==> config.mk <==
export PLATFORM = sky130hd
export DESIGN_NAME = uart_loader
export DESIGN_NICKNAME = d
export VERILOG_FILES = /design/src/rtl/uart_loader_pkg.sv /design/src/rtl/uart_loader.sv
export SDC_FILE = /design/constraint.sdc
export NUM_CORES = 1
export LEC_CHECK = 0
export CORE_UTILIZATION = 50
export DETAILED_ROUTE_END_ITERATION = 8
export HOLD_SLACK_MARGIN = 0.1
export PLACE_DENSITY = 0.75
export SKIP_CTS_REPAIR_TIMING = 1
export SLEW_MARGIN = 30
export SYNTH_ARGS = -nofsm -noshare
export SYNTH_HDL_FRONTEND = slang
export SYNTH_SLANG_ARGS = --single-unit
==> constraint.sdc <==
create_clock -name CLK -period 7.3 [get_ports CLK]
set_input_delay 0.73 -clock CLK [delete_from_list [all_inputs] [get_ports CLK]]
set_output_delay 0.73 -clock CLK [all_outputs]
set_load 0.01 [all_outputs]
==> src/rtl/uart_loader_pkg.sv <==
// Shared command codes, response bytes and FSM state encoding for the UART memory loader.
// Any agent that speaks the loader protocol imports these so the wire format has one definition.
package uart_loader_pkg;

    localparam logic [7:0] CMD_WRITE   = 8'h01;
    localparam logic [7:0] CMD_READ    = 8'h02;
    localparam logic [7:0] ACK_DEFAULT = 8'h06;
    localparam logic [7:0] NAK_DEFAULT = 8'h15;

    typedef enum logic [2:0] {
        IDLE  = 3'd0,
        ADDR  = 3'd1,
        LEN   = 3'd2,
        WGET  = 3'd3,
        WMEM  = 3'd4,
        RMEM  = 3'd5,
        RSEND = 3'd6,
        RESP  = 3'd7
    } state_t;

endpackage

==> src/rtl/uart_loader.sv <==
// UART packet loader: pops cmd/addr/len(/data) from the rx FIFO, performs byte memory accesses, pushes ACK/NAK or read data.
// One FIFO op per two cycles at most; rx/tx FIFO empty/full and slow mem_ack stall the FSM indefinitely with outputs held.
module uart_loader
    import uart_loader_pkg::*;
#(
    parameter int         ADDR_WIDTH = 32,
    parameter logic [7:0] ACK_BYTE   = ACK_DEFAULT,
    parameter logic [7:0] NAK_BYTE   = NAK_DEFAULT
) (
    input  logic                  CLK,
    input  logic                  RST,
    input  logic                  receivable,
    input  logic [7:0]            recv_data,
    output logic                  recv_flag,
    input  logic                  sendable,
    output logic [7:0]            send_data,
    output logic                  send_flag,
    output logic                  mem_req,
    output logic                  mem_we,
    output logic [ADDR_WIDTH-1:0] mem_addr,
    output logic [7:0]            mem_wdata,
    input  logic                  mem_ack,
    input  logic [7:0]            mem_rdata,
    output logic                  busy
);

    state_t      state;
    state_t      state_nxt;
    logic        pop_hold;
    logic        push_hold;
    logic        is_write;
    logic [1:0]  addr_idx;
    logic [31:0] addr_sr;
    logic [8:0]  cnt;
    logic        pop_state;
    logic        push_state;
    logic        last_byte;
    logic        cmd_ok;

    // The hold flags reset high so no FIFO strobe can leak out while RST is asserted.
    always_comb begin
        pop_state  = (state == IDLE) || (state == ADDR) || (state == LEN) || (state == WGET);
        push_state = (state == RSEND) || (state == RESP);
        last_byte  = (cnt == 9'd1);
        cmd_ok     = (recv_data == CMD_WRITE) || (recv_data == CMD_READ);
    end

    assign recv_flag = pop_state && receivable && !pop_hold;
    assign send_flag = push_state && sendable && !push_hold;
    assign mem_req   = (state == WMEM) || (state == RMEM);
    assign mem_we    = (state == WMEM);
    assign busy      = (state != IDLE);

    always_ff @(posedge CLK or posedge RST) begin
        if (RST) begin
            state <= IDLE;
        end else begin
            state <= state_nxt;
        end
    end

    always_comb begin
        state_nxt = state;
        case (state)
            IDLE:  if (recv_flag) state_nxt = cmd_ok ? ADDR : RESP;
            ADDR:  if (recv_flag && (addr_idx == 2'd3)) state_nxt = LEN;
            LEN:   if (recv_flag) state_nxt = is_write ? WGET : RMEM;
            WGET:  if (recv_flag) state_nxt = WMEM;
            WMEM:  if (mem_ack) state_nxt = last_byte ? RESP : WGET;
            RMEM:  if (mem_ack) state_nxt = RSEND;
            RSEND: if (send_flag) state_nxt = last_byte ? IDLE : RMEM;
            RESP:  if (send_flag) state_nxt = IDLE;
            default: state_nxt = IDLE;
        endcase
    end

    always_ff @(posedge CLK or posedge RST) begin
        if (RST) begin
            pop_hold  <= 1'b1;
            push_hold <= 1'b1;
            is_write  <= 1'b0;
            addr_idx  <= 2'd0;
            addr_sr   <= 32'd0;
            cnt       <= 9'd0;
            send_data <= 8'd0;
            mem_addr  <= '0;
            mem_wdata <= 8'd0;
        end else begin
            pop_hold  <= recv_flag;
            push_hold <= send_flag;
            case (state)
                IDLE: begin
                    if (recv_flag) begin
                        is_write <= (recv_data == CMD_WRITE);
                        addr_idx <= 2'd0;
                        if (!cmd_ok) send_data <= NAK_BYTE;
                    end
                end
                ADDR: begin
                    // LSB-first bytes shift in from the top; the cast drops bytes beyond ADDR_WIDTH.
                    if (recv_flag) begin
                        addr_sr  <= {recv_data, addr_sr[31:8]};
                        addr_idx <= addr_idx + 2'd1;
                    end
                end
                LEN: begin
                    if (recv_flag) begin
                        mem_addr <= ADDR_WIDTH'(addr_sr);
                        cnt      <= (recv_data == 8'd0) ? 9'd256 : {1'b0, recv_data};
                    end
                end
                WGET: begin
                    if (recv_flag) mem_wdata <= recv_data;
                end
                WMEM: begin
                    if (mem_ack) begin
                        mem_addr <= mem_addr + ADDR_WIDTH'(1);
                        cnt      <= cnt - 9'd1;
                        if (last_byte) send_data <= ACK_BYTE;
                    end
                end
                RMEM: begin
                    if (mem_ack) send_data <= mem_rdata;
                end
                RSEND: begin
                    if (send_flag) begin
                        mem_addr <= mem_addr + ADDR_WIDTH'(1);
                        cnt      <= cnt - 9'd1;
                    end
                end
                default: ;
            endcase
        end
    end

endmodule

==> metrics.csv, run 1 <==
metric,value,unit
status,"finished, final reports clean",
crit_chain,nand2b_1 -> buf_4 -> nor2_1 -> clkdlybuf4s50_1,
fin_skew,0.0122,ns
rows,36,
multi_input_area,0.00239,mm2
maxCapViolations,0,
fin_nets,583,
min_from,addr_idx[1],
setup_viol,0,
io_buffers,73,
clk_latency,0.37,ns
antenna_left,0,
synth_edf_count,0,
min_delay_path_depth,2,
cts-root-buf,clkbuf_8,
layout_commonest_cell,dfrtp_1,
wl,12300,um
start_util,0.514,
drive_gt1_frac,0.155,
grt_setup_unrepaired,false,
ir_worst_vdd,0.263,mV
max_slew.worst_pin.slew,0.685,ns
clkSinkCount,97,
overflow,0,
hold_path.class,reg2reg,
seq_area,0.00243,mm2
fill_cells,846,
grt_antenna_before_repair,0,
rrSetupSlack,4.74,ns
core,0.00973,mm2
die_h,102,um
htreeDepth,3,
finalMaxSlewViolations,0,
drtIter0Drc,273,
reg2reg_from,state[2],
synthFlopType,dfrtp_1,
clk_pin_slew,0.08,ns
wl_per_cell,17.7,um
async_flop_share,1.00,
endpoint_kind,output port,
io_pins,74,
max_stage_delay,0.72,ns
dpl.hpwl,8200,um
cellPowerDensity,437,mW/mm2
slew_headroom,0.543,
dp_worst_setup_slack,4.33,ns
clock_path_buffers,2,
syn-cell-area,0.00500,mm2
cts_made_buffers,9,
synth_cell_types,60,
path_class,reg2out,
setup_ws,4.23,ns
dr.pass1.iters,5,
grt_util_all_layers,0.254,
required,6.57,ns
synth_seq_cells,97,
grt_pass1_vias,4015,
gp_congestion,0.820,
fp.dieW,102,um
total_leakage_power,2.51,nW
layout_min_cycle_time,3.07,ns
vias,4208,
crit_slowest_cell,dfrtp_1,
min_period_over_period,0.421,
fmax,325,MHz
grt_max_degree,76,
syn_area_per_cell,10.0,um2
grt_pass1_wl,20300,um
via_per_inst,6.05,
reg2reg_to,send_data[0],
synthCells,498,
final_cell_mix,"dfrtp_1, clkdlybuf4s50_1, mux2_2",
cp-start-kind,flip-flop,
crit_arrival,2.34,ns
rr_worst_depth,5,
syn2layout_area_growth,20.0,%
finalHoldViolCount,0,
cts_tree,yes,
final.setup.tns,0,ns
hold_end,addr_idx[1],
cp_max_fo,41,
antennaDiodeCount,0,
die-area,0.0104,mm2
ys_seq_area_frac,0.486,
synth_nets,523,
ys.warnings.count,0,
drc,0,
## sequential cells by signal, summed over array words and instances, names as in the netlist
signal,cells
addr_sr,32
mem_addr,32
cnt,9
mem_wdata,8
send_data,8
state,3
addr_idx,2
is_write,1
pop_hold,1
push_hold,1
## cell families (layout without fill, tap and decap cells)
family / count (synthesis) / after routing / synth area share
AO/OA/AOI/OAI: 135 / 135 / 0.168
flip-flops: 97 / 97 / 0.486
buffers and inverters: 46 / 111 / 0.0393
AND/OR/NAND/NOR: 164 / 164 / 0.181
multiplexers: 51 / 51 / 0.114
XOR/XNOR: 1 / 1 / 0.00175
adder cells (fa/ha/maj): 4 / 4 / 0.0100
## through the flow
step	total power, W	instances	utilization	cell area (um2)	hold WS, ns
finish	0.00262	696	0.616	6000	0.506
global route	0.00282	696	0.616	6000	0.516
CTS	0.00263	696	0.616	5990	0.503
detailed placement	0.00231	680	0.599	5830	0.485
global placement	0.00226	680	0.599	5830	0.466
floorplan	0.00179	498	-	5000	0.454
## how the worst max path moves through the flow
stage,end,start,depth (start not counted)
final,mem_we,state[0],4
after global routing,mem_we,state[0],4
after CTS,mem_we,state[0],4
after detailed placement,recv_flag,receivable,3
after global placement,recv_flag,receivable,3
after floorplan,addr_idx[0],RST,1
## routing by layer
layer / global-route usage / part of all wire / vias up
met1: 0.347 / 0.44 / 2088
met5: 0 / 0 / -
met2: 0.401 / 0.48 / 139
li1: - / - / 1959
met3: 0.0499 / 0.060 / 22
met4: 0.101 / 0.022 / 0
## where the power goes
part           total (W)  leakage (nW)  internal (W)  switching (W)
Sequential       0.00106          1.20      0.000781       0.000284
Clock           0.000314        0.0834      0.000133       0.000182
Combinational    0.00124          1.22      0.000625       0.000617
## cells in the mapped netlist (4+ instances only)
cell / number / area share
nor2_1: 37 / 0.028
nand4_1: 7 / 0.0088
nor3b_1: 4 / 0.0060
o2bb2ai_1: 4 / 0.0070
a21oi_1: 44 / 0.044
a31oi_1: 7 / 0.0088
inv_1: 16 / 0.012
nand2_1: 45 / 0.034
o22ai_1: 10 / 0.013
and3_1: 15 / 0.019
dfrtp_1: 95 / 0.48
ha_1: 4 / 0.010
nand3_1: 12 / 0.012
mux2_2: 48 / 0.11
clkbuf_1: 12 / 0.0090
buf_1: 4 / 0.0030
buf_2: 13 / 0.013
nor3_1: 10 / 0.010
o21ai_0: 33 / 0.033
nor4_1: 4 / 0.0050
## area by class of cell
type | count | share of cell area
flip-flops and latches | 97 | 0.405
multi-input cells | 355 | 0.399
repair buffers | 79 | 0.130
well taps | 133 | 0.0277
clock buffers | 13 | 0.0248
inverters | 16 | 0.0102
clock inverters | 3 | 0.00292
## worst max-delay path: cells and delay by family (launching register included)
family	cells	cell delay, ns
buffers and inverters	2	0.94
AND/OR/NAND/NOR	2	0.33
flip-flops	1	0.72
Note: power is estimated with default switching activity, not from simulation.
==> inputs of run 2 (changes only) <==
==> constraint.sdc (replaced) <==
create_clock -name CLK -period 2.9 [get_ports CLK]
set_input_delay 0.29 -clock CLK [delete_from_list [all_inputs] [get_ports CLK]]
set_output_delay 0.29 -clock CLK [all_outputs]
set_load 0.01 [all_outputs]
==> run 2 against run 1 <==
Against the previous run:
- sequential power rose to 2.5 times the previous value
- clock power grew to 2.6 times the previous value
- sequential share of layout area fell by 0.45 points
- first-iteration DRC count down 15%
- core utilization grew 0.69 points
- clock skew grew 0.0013 ns
- die area unchanged
- via count grew 1.3%
- wire length up 1.9%
- non-clock buffer count rose by 3
- critical path type unchanged
- largest cell class unchanged
- highest routed layer unchanged
==> metrics.csv, run 2 (synthesis gave the netlist of run 1 again) <==
metric,value,unit,change
status,"finished, final reports clean",,unchanged
die_h,102,um,unchanged
hold_path.class,in2async,,was reg2reg
maxCapViolations,0,,unchanged
top_regs,"addr_sr: 32 flops, mem_addr: 32 flops, cnt: 9 flops",,unchanged
grt_max_degree,59,,was 76
intPower,0.00389,W,was 0.00154 W
path_buf_inv,1,,was 2
core,0.00973,mm2,unchanged
grt_antenna_before_repair,0,,unchanged
clk_latency,0.38,ns,was 0.37 ns
p_clk_frac,0.123,,was 0.120
cp_max_fo,15,,was 41
gp_congestion,0.827,,was 0.820
cts_tree,yes,,unchanged
grt_pass1_wl,20400,um,was 20300 um
total_power,0.00669,W,was 0.00262 W
syn2layout_area_growth,21.3,%,was 20.0%
crit_arrival,2.14,ns,was 2.34 ns
cpLargestDelayFamily,buffers and inverters,,unchanged
finalHoldViolCount,0,,unchanged
layout_commonest_cell,dfrtp_1,,unchanged
io_buffers,73,,unchanged
final_area,0.00606,mm2,was 0.00600 mm2
max_stage_delay,0.64,ns,was 0.72 ns
final.setup.tns,0,ns,unchanged
antenna_left,0,,unchanged
antennaDiodeCount,0,,unchanged
rr_worst_depth,6,,was 5
drive_gt1_frac,0.164,,was 0.155
reg2reg_from,state[2],,unchanged
vias,4263,,was 4208
die-area,0.0104,mm2,unchanged
fp.dieW,102,um,unchanged
rows,36,,unchanged
via_per_inst,6.10,,was 6.05
cellPowerDensity,1100,mW/mm2,was 437 mW/mm2
final_cell_mix,"dfrtp_1, clkdlybuf4s50_1, mux2_2",,unchanged
wl,12500,um,was 12300 um
placed_cell_area,0.00589,mm2,was 0.00583 mm2
crit_slowest_cell,clkdlybuf4s50_1,,was dfrtp_1
required,2.61,ns,was 6.57 ns
drc,0,,unchanged
grt_util_all_layers,0.257,,was 0.254
grt_pass1_vias,4054,,was 4015
reg2reg_to,addr_sr[19],,was send_data[0]
total_leakage_power,2.54,nW,was 2.51 nW
max_slew.worst_pin.slew,0.625,ns,was 0.685 ns
dr.pass1.iters,5,,unchanged
fill_cells,828,,was 846
crit_chain,nor2b_1 -> clkdlybuf4s50_1,,was nand2b_1 -> buf_4 -> nor2_1 -> clkdlybuf4s50_1
cp-start-kind,flip-flop,,unchanged
p_sw,0.00280,W,was 0.00108 W
finalMaxSlewViolations,0,,unchanged
combPwrFrac,0.475,,was 0.474
multi_input_area,0.00239,mm2,unchanged
clk_pin_slew,0.10,ns,was 0.08 ns
endpoint_kind,output port,,unchanged
p_sw_frac,0.419,,was 0.413
seq_area,0.00243,mm2,unchanged
wl_per_cell,17.9,um,was 17.7 um
fmax,411,MHz,
fin_nets,586,,was 583
io_pins,74,,unchanged
grt_setup_unrepaired,false,,unchanged
p_seq_frac,0.402,,was 0.406
fin_skew,0.0135,ns,was 0.0122 ns
setup_viol,0,,unchanged
cts-root-buf,clkbuf_8,,unchanged
path_class,reg2out,,unchanged
overflow,0,,unchanged
clkSinkCount,97,,unchanged
ir_worst_vdd,0.536,mV,was 0.263 mV
layout_min_cycle_time,2.43,ns,
start_util,0.514,,unchanged
clock_path_buffers,2,,unchanged
min_period_over_period,0.839,,
cts_made_buffers,9,,unchanged
rrSetupSlack,0.66,ns,was 4.74 ns
dpl.hpwl,8410,um,was 8200 um
drtIter0Drc,231,,was 273
htreeDepth,3,,unchanged
slew_headroom,0.583,,was 0.543
==> run 2: cell count changes in the layout (fill, tap and decap cells not counted) <==
cell	change
buf_12	+3
buf_4	+1
buf_6	-1
clkbuf_1	-3
clkbuf_8	-1
clkinv_4	+1
clkinvlp_4	+1
inv_6	+1
inv_8	+1
==> run 2: per-layer routing <==
| metal | vias up | wire [um] | GRT usage |
|---|---|---|---|
| met1 | 2065 | 5290 | 0.343 |
| li1 | 1966 | - | - |
| met4 | 0 | 328 | 0.102 |
| met2 | 208 | 6040 | 0.402 |
| met3 | 24 | 884 | 0.0657 |
| met5 | - | 0 | 0 |
==> run 2: through the flow <==
step / worst slack, ns / utilization / cells / hold WS [ns]
6_report: 0.467 / 0.623 / 699 / 0.208
5_1_grt: 0.282 / 0.623 / 699 / 0.221
4_1_cts: 0.442 / 0.623 / 699 / 0.208
3_5_place_dp: 0.491 / 0.605 / 683 / 0.493
3_3_place_gp: 0.569 / 0.605 / 683 / 0.468
2_1_floorplan: 0.0796 / - / 498 / 0.440
==> run 2: power groups by stage <==
stage	Clock, W	Combinational (W)	Sequential (W)
global route	0.000903	0.00348	0.00278
floorplan	0	0.00193	0.00258
global placement	0	0.00306	0.00266
CTS	0.000847	0.00317	0.00267
finish	0.000823	0.00318	0.00269
detailed placement	0	0.00314	0.00270
==> run 2: worst register-to-register path, cell delays in order, from the launching register on <==
cell and delay (ns):
dfrtp_1 0.55, nor3b_1 0.48, nand2b_1 0.19, inv_1 0.11, nand2_1 0.22, buf_12 0.29
mux2_2 0.29
==> run 2: layout make-up <==
cell class | instances | area share
clock inverters | 7 | 0.00887
multi-input cells | 355 | 0.395
well taps | 133 | 0.0274
clock buffers | 9 | 0.0204
repair buffers | 82 | 0.138
flip-flops and latches | 97 | 0.401
inverters | 16 | 0.0101
==> run 2: worst max-delay path by stage <==
stage / start / endpoint / slack, ns / cells after the start
global route: state[2] / mem_req / 0.28 / 2
floorplan: RST / addr_idx[0] / 0.08 / 1
detailed placement: receivable / addr_sr[19] / 0.49 / 7
CTS: state[2] / mem_req / 0.44 / 2
finish: state[2] / mem_req / 0.47 / 2
global placement: receivable / addr_sr[4] / 0.57 / 7
==> inputs of run 3 (changes only) <==
--- a/config.mk
+++ b/config.mk
@@ -5,10 +5,10 @@
 export SDC_FILE = /design/constraint.sdc
 export NUM_CORES = 1
 export LEC_CHECK = 0
-export CORE_UTILIZATION = 50
+export CORE_UTILIZATION = 49
 export DETAILED_ROUTE_END_ITERATION = 8
 export HOLD_SLACK_MARGIN = 0.1
-export PLACE_DENSITY = 0.75
+export PLACE_DENSITY = 0.76
 export SKIP_CTS_REPAIR_TIMING = 1
 export SLEW_MARGIN = 30
 export SYNTH_ARGS = -nofsm -noshare
==> constraint.sdc (replaced) <==
create_clock -name CLK -period 2 [get_ports CLK]
set_input_delay 0.2 -clock CLK [delete_from_list [all_inputs] [get_ports CLK]]
set_output_delay 0.2 -clock CLK [all_outputs]
set_load 0.01 [all_outputs]
==> run 3 against run 2 <==
Against the previous run:
- die area rose by 2.0%
- wire length rose by 1.9%
- cell area rose by 7.9%
- clock-buffer cell count rose by 2
- critical endpoint is now mem_addr[24]
- setup slack got worse by 0.42 ns
- clock skew barely moved
- sequential share of layout area fell by 2.9 points
- sequential cell count did not move
- clock power rose by 76%
- non-clock buffer count rose by 42
- register-to-register slack got worse by 0.61 ns
- core utilization rose by 4.3 points
==> metrics.csv, run 3 (synthesis gave the netlist of run 1 again) <==
metric,value,unit,change
vias,4432,,was 4263
drive_gt1_frac,0.241,,was 0.164
overflow,0,,unchanged
wl_met2,6490,um,was 6040 um
clk_pin_slew,0.09,ns,was 0.10 ns
clk_latency,0.37,ns,was 0.38 ns
gp_congestion,0.877,,was 0.827
io_pins,74,,unchanged
clock_path_buffers,2,,unchanged
dr_wl_met3,659,um,was 884 um
ir_worst_vdd,0.902,mV,was 0.536 mV
path_class,reg2reg,,was reg2out
highest_layer,met4,,unchanged
finalMaxSlewViolations,0,,unchanged
grt_max_degree,98,,was 59
wl,12800,um,was 12500 um
grt_util_all_layers,0.263,,was 0.257
setup_ws,0.0495,ns,was 0.467 ns
multi_input_area,0.00245,mm2,was 0.00239 mm2
via_per_inst,5.99,,was 6.10
layout_commonest_cell,dfrtp_1,,unchanged
drc,0,,unchanged
min_period_over_period,0.975,,
seq_area,0.00243,mm2,about the same
crit_arrival,2.21,ns,was 2.14 ns
wl_met1,5390,um,was 5290 um
fill_cells,781,,was 828
io_buffers,73,,unchanged
cellPowerDensity,1610,mW/mm2,was 1100 mW/mm2
top_regs,"addr_sr: 32 flops, mem_addr: 32 flops, cnt: 9 flops",,unchanged
cts-root-buf,clkbuf_8,,unchanged
die-area,0.0106,mm2,was 0.0104 mm2
core,0.00982,mm2,was 0.00973 mm2
dr.pass1.iters,4,,was 5
cp_max_fo,7,,was 15
final_cell_mix,"dfrtp_1, clkdlybuf4s50_1, mux2_2",,unchanged
wl_per_cell,17.3,um,was 17.9 um
grt_pass1_vias,4348,,was 4054
layout_min_cycle_time,1.95,ns,
total_power,0.0105,W,was 0.00669 W
fmax,513,MHz,
die_h,103,um,was 102 um
syn2layout_area_growth,30.9,%,was 21.3%
rrSetupSlack,0.05,ns,was 0.66 ns
rr_worst_depth,6,,unchanged
htreeDepth,3,,unchanged
hold_path.class,in2async,,unchanged
dpl.hpwl,8950,um,was 8410 um
rows,36,,unchanged
start_util,0.509,,was 0.514
dp_worst_setup_slack,-0.0457,ns,was 0.491 ns
cp-start-kind,flip-flop,,unchanged
fp.dieW,103,um,was 102 um
grt_antenna_before_repair,0,,unchanged
status,"finished, final reports clean",,unchanged
slew_headroom,0.626,,was 0.583
reg2reg_from,mem_addr[0],,was state[2]
cts_made_buffers,9,,unchanged
finalHoldViolCount,0,,unchanged
fin_nets,628,,was 586
total_leakage_power,2.85,nW,was 2.54 nW
grt_pass1_wl,21200,um,was 20400 um
cts_tree,yes,,unchanged
drtIter0Drc,262,,was 231
antenna_left,0,,unchanged
endpoint_kind,flip-flop,,was output port
max_slew.worst_pin.slew,0.561,ns,was 0.625 ns
fin_skew,0.0137,ns,was 0.0135 ns
antennaDiodeCount,0,,unchanged
required,2.26,ns,was 2.61 ns
maxCapViolations,0,,unchanged
reg2reg_to,mem_addr[24],,was addr_sr[19]
clkSinkCount,97,,unchanged
setup_viol,0,,unchanged
==> run 3: cell type report <==
cell class / count / share of cell area
multi-input cells: 355 / 0.375
flip-flops and latches: 97 / 0.372
repair buffers: 124 / 0.183
well taps: 133 / 0.0254
clock buffers: 11 / 0.0231
clock inverters: 4 / 0.0117
inverters: 16 / 0.00975
==> run 3: worst max-delay path by stage <==
stage            startpoint           end  slack, ns  depth (start not counted)
4_1_cts            state[0]        mem_we      -0.15                          3
2_1_floorplan   mem_addr[0]  mem_addr[24]       0.02                          6
3_3_place_gp   recv_data[5]  send_data[7]     -0.007                          6
5_1_grt         mem_addr[0]  mem_addr[24]    -0.0007                          6
3_5_place_dp   recv_data[5]  send_data[4]      -0.05                          6
6_report        mem_addr[0]  mem_addr[24]       0.05                          6
==> run 3: through the flow <==
stage / instance area [um2] / hold WS, ns / instances / setup TNS (ns) / util
floorplan: 5000 / 0.350 / 498 / 0 / -
global placement: 6230 / 0.466 / 724 / -0.0443 / 0.635
detailed placement: 6230 / 0.491 / 724 / -0.324 / 0.635
CTS: 6460 / 0.349 / 739 / -0.929 / 0.658
global route: 6540 / 0.357 / 740 / -0.000719 / 0.666
finish: 6540 / 0.277 / 740 / 0 / 0.666
==> run 3: critical path, cell delays in order, from the launching register on <==
cell and delay [ns]:
dfrtp_1 0.38, ha_1 0.23, nand4_4 0.17, or4_4 0.57, nor4_4 0.22, and3_1 0.24
nor3_2 0.04
==> run 3: layer usage <==
| layer | GRT usage | up-vias |
|---|---|---|
| met2 | 0.442 | 168 |
| met1 | 0.343 | 2194 |
| met5 | 0 | - |
| met3 | 0.0339 | 23 |
| met4 | 0.112 | 0 |
| li1 | - | 2047 |
==> run 3: where the power goes <==
group | switching, W | internal [W]
logic | 0.00258 | 0.00274
registers | 0.000890 | 0.00286
clock network | 0.000682 | 0.000769
total | 0.00415 | 0.00637
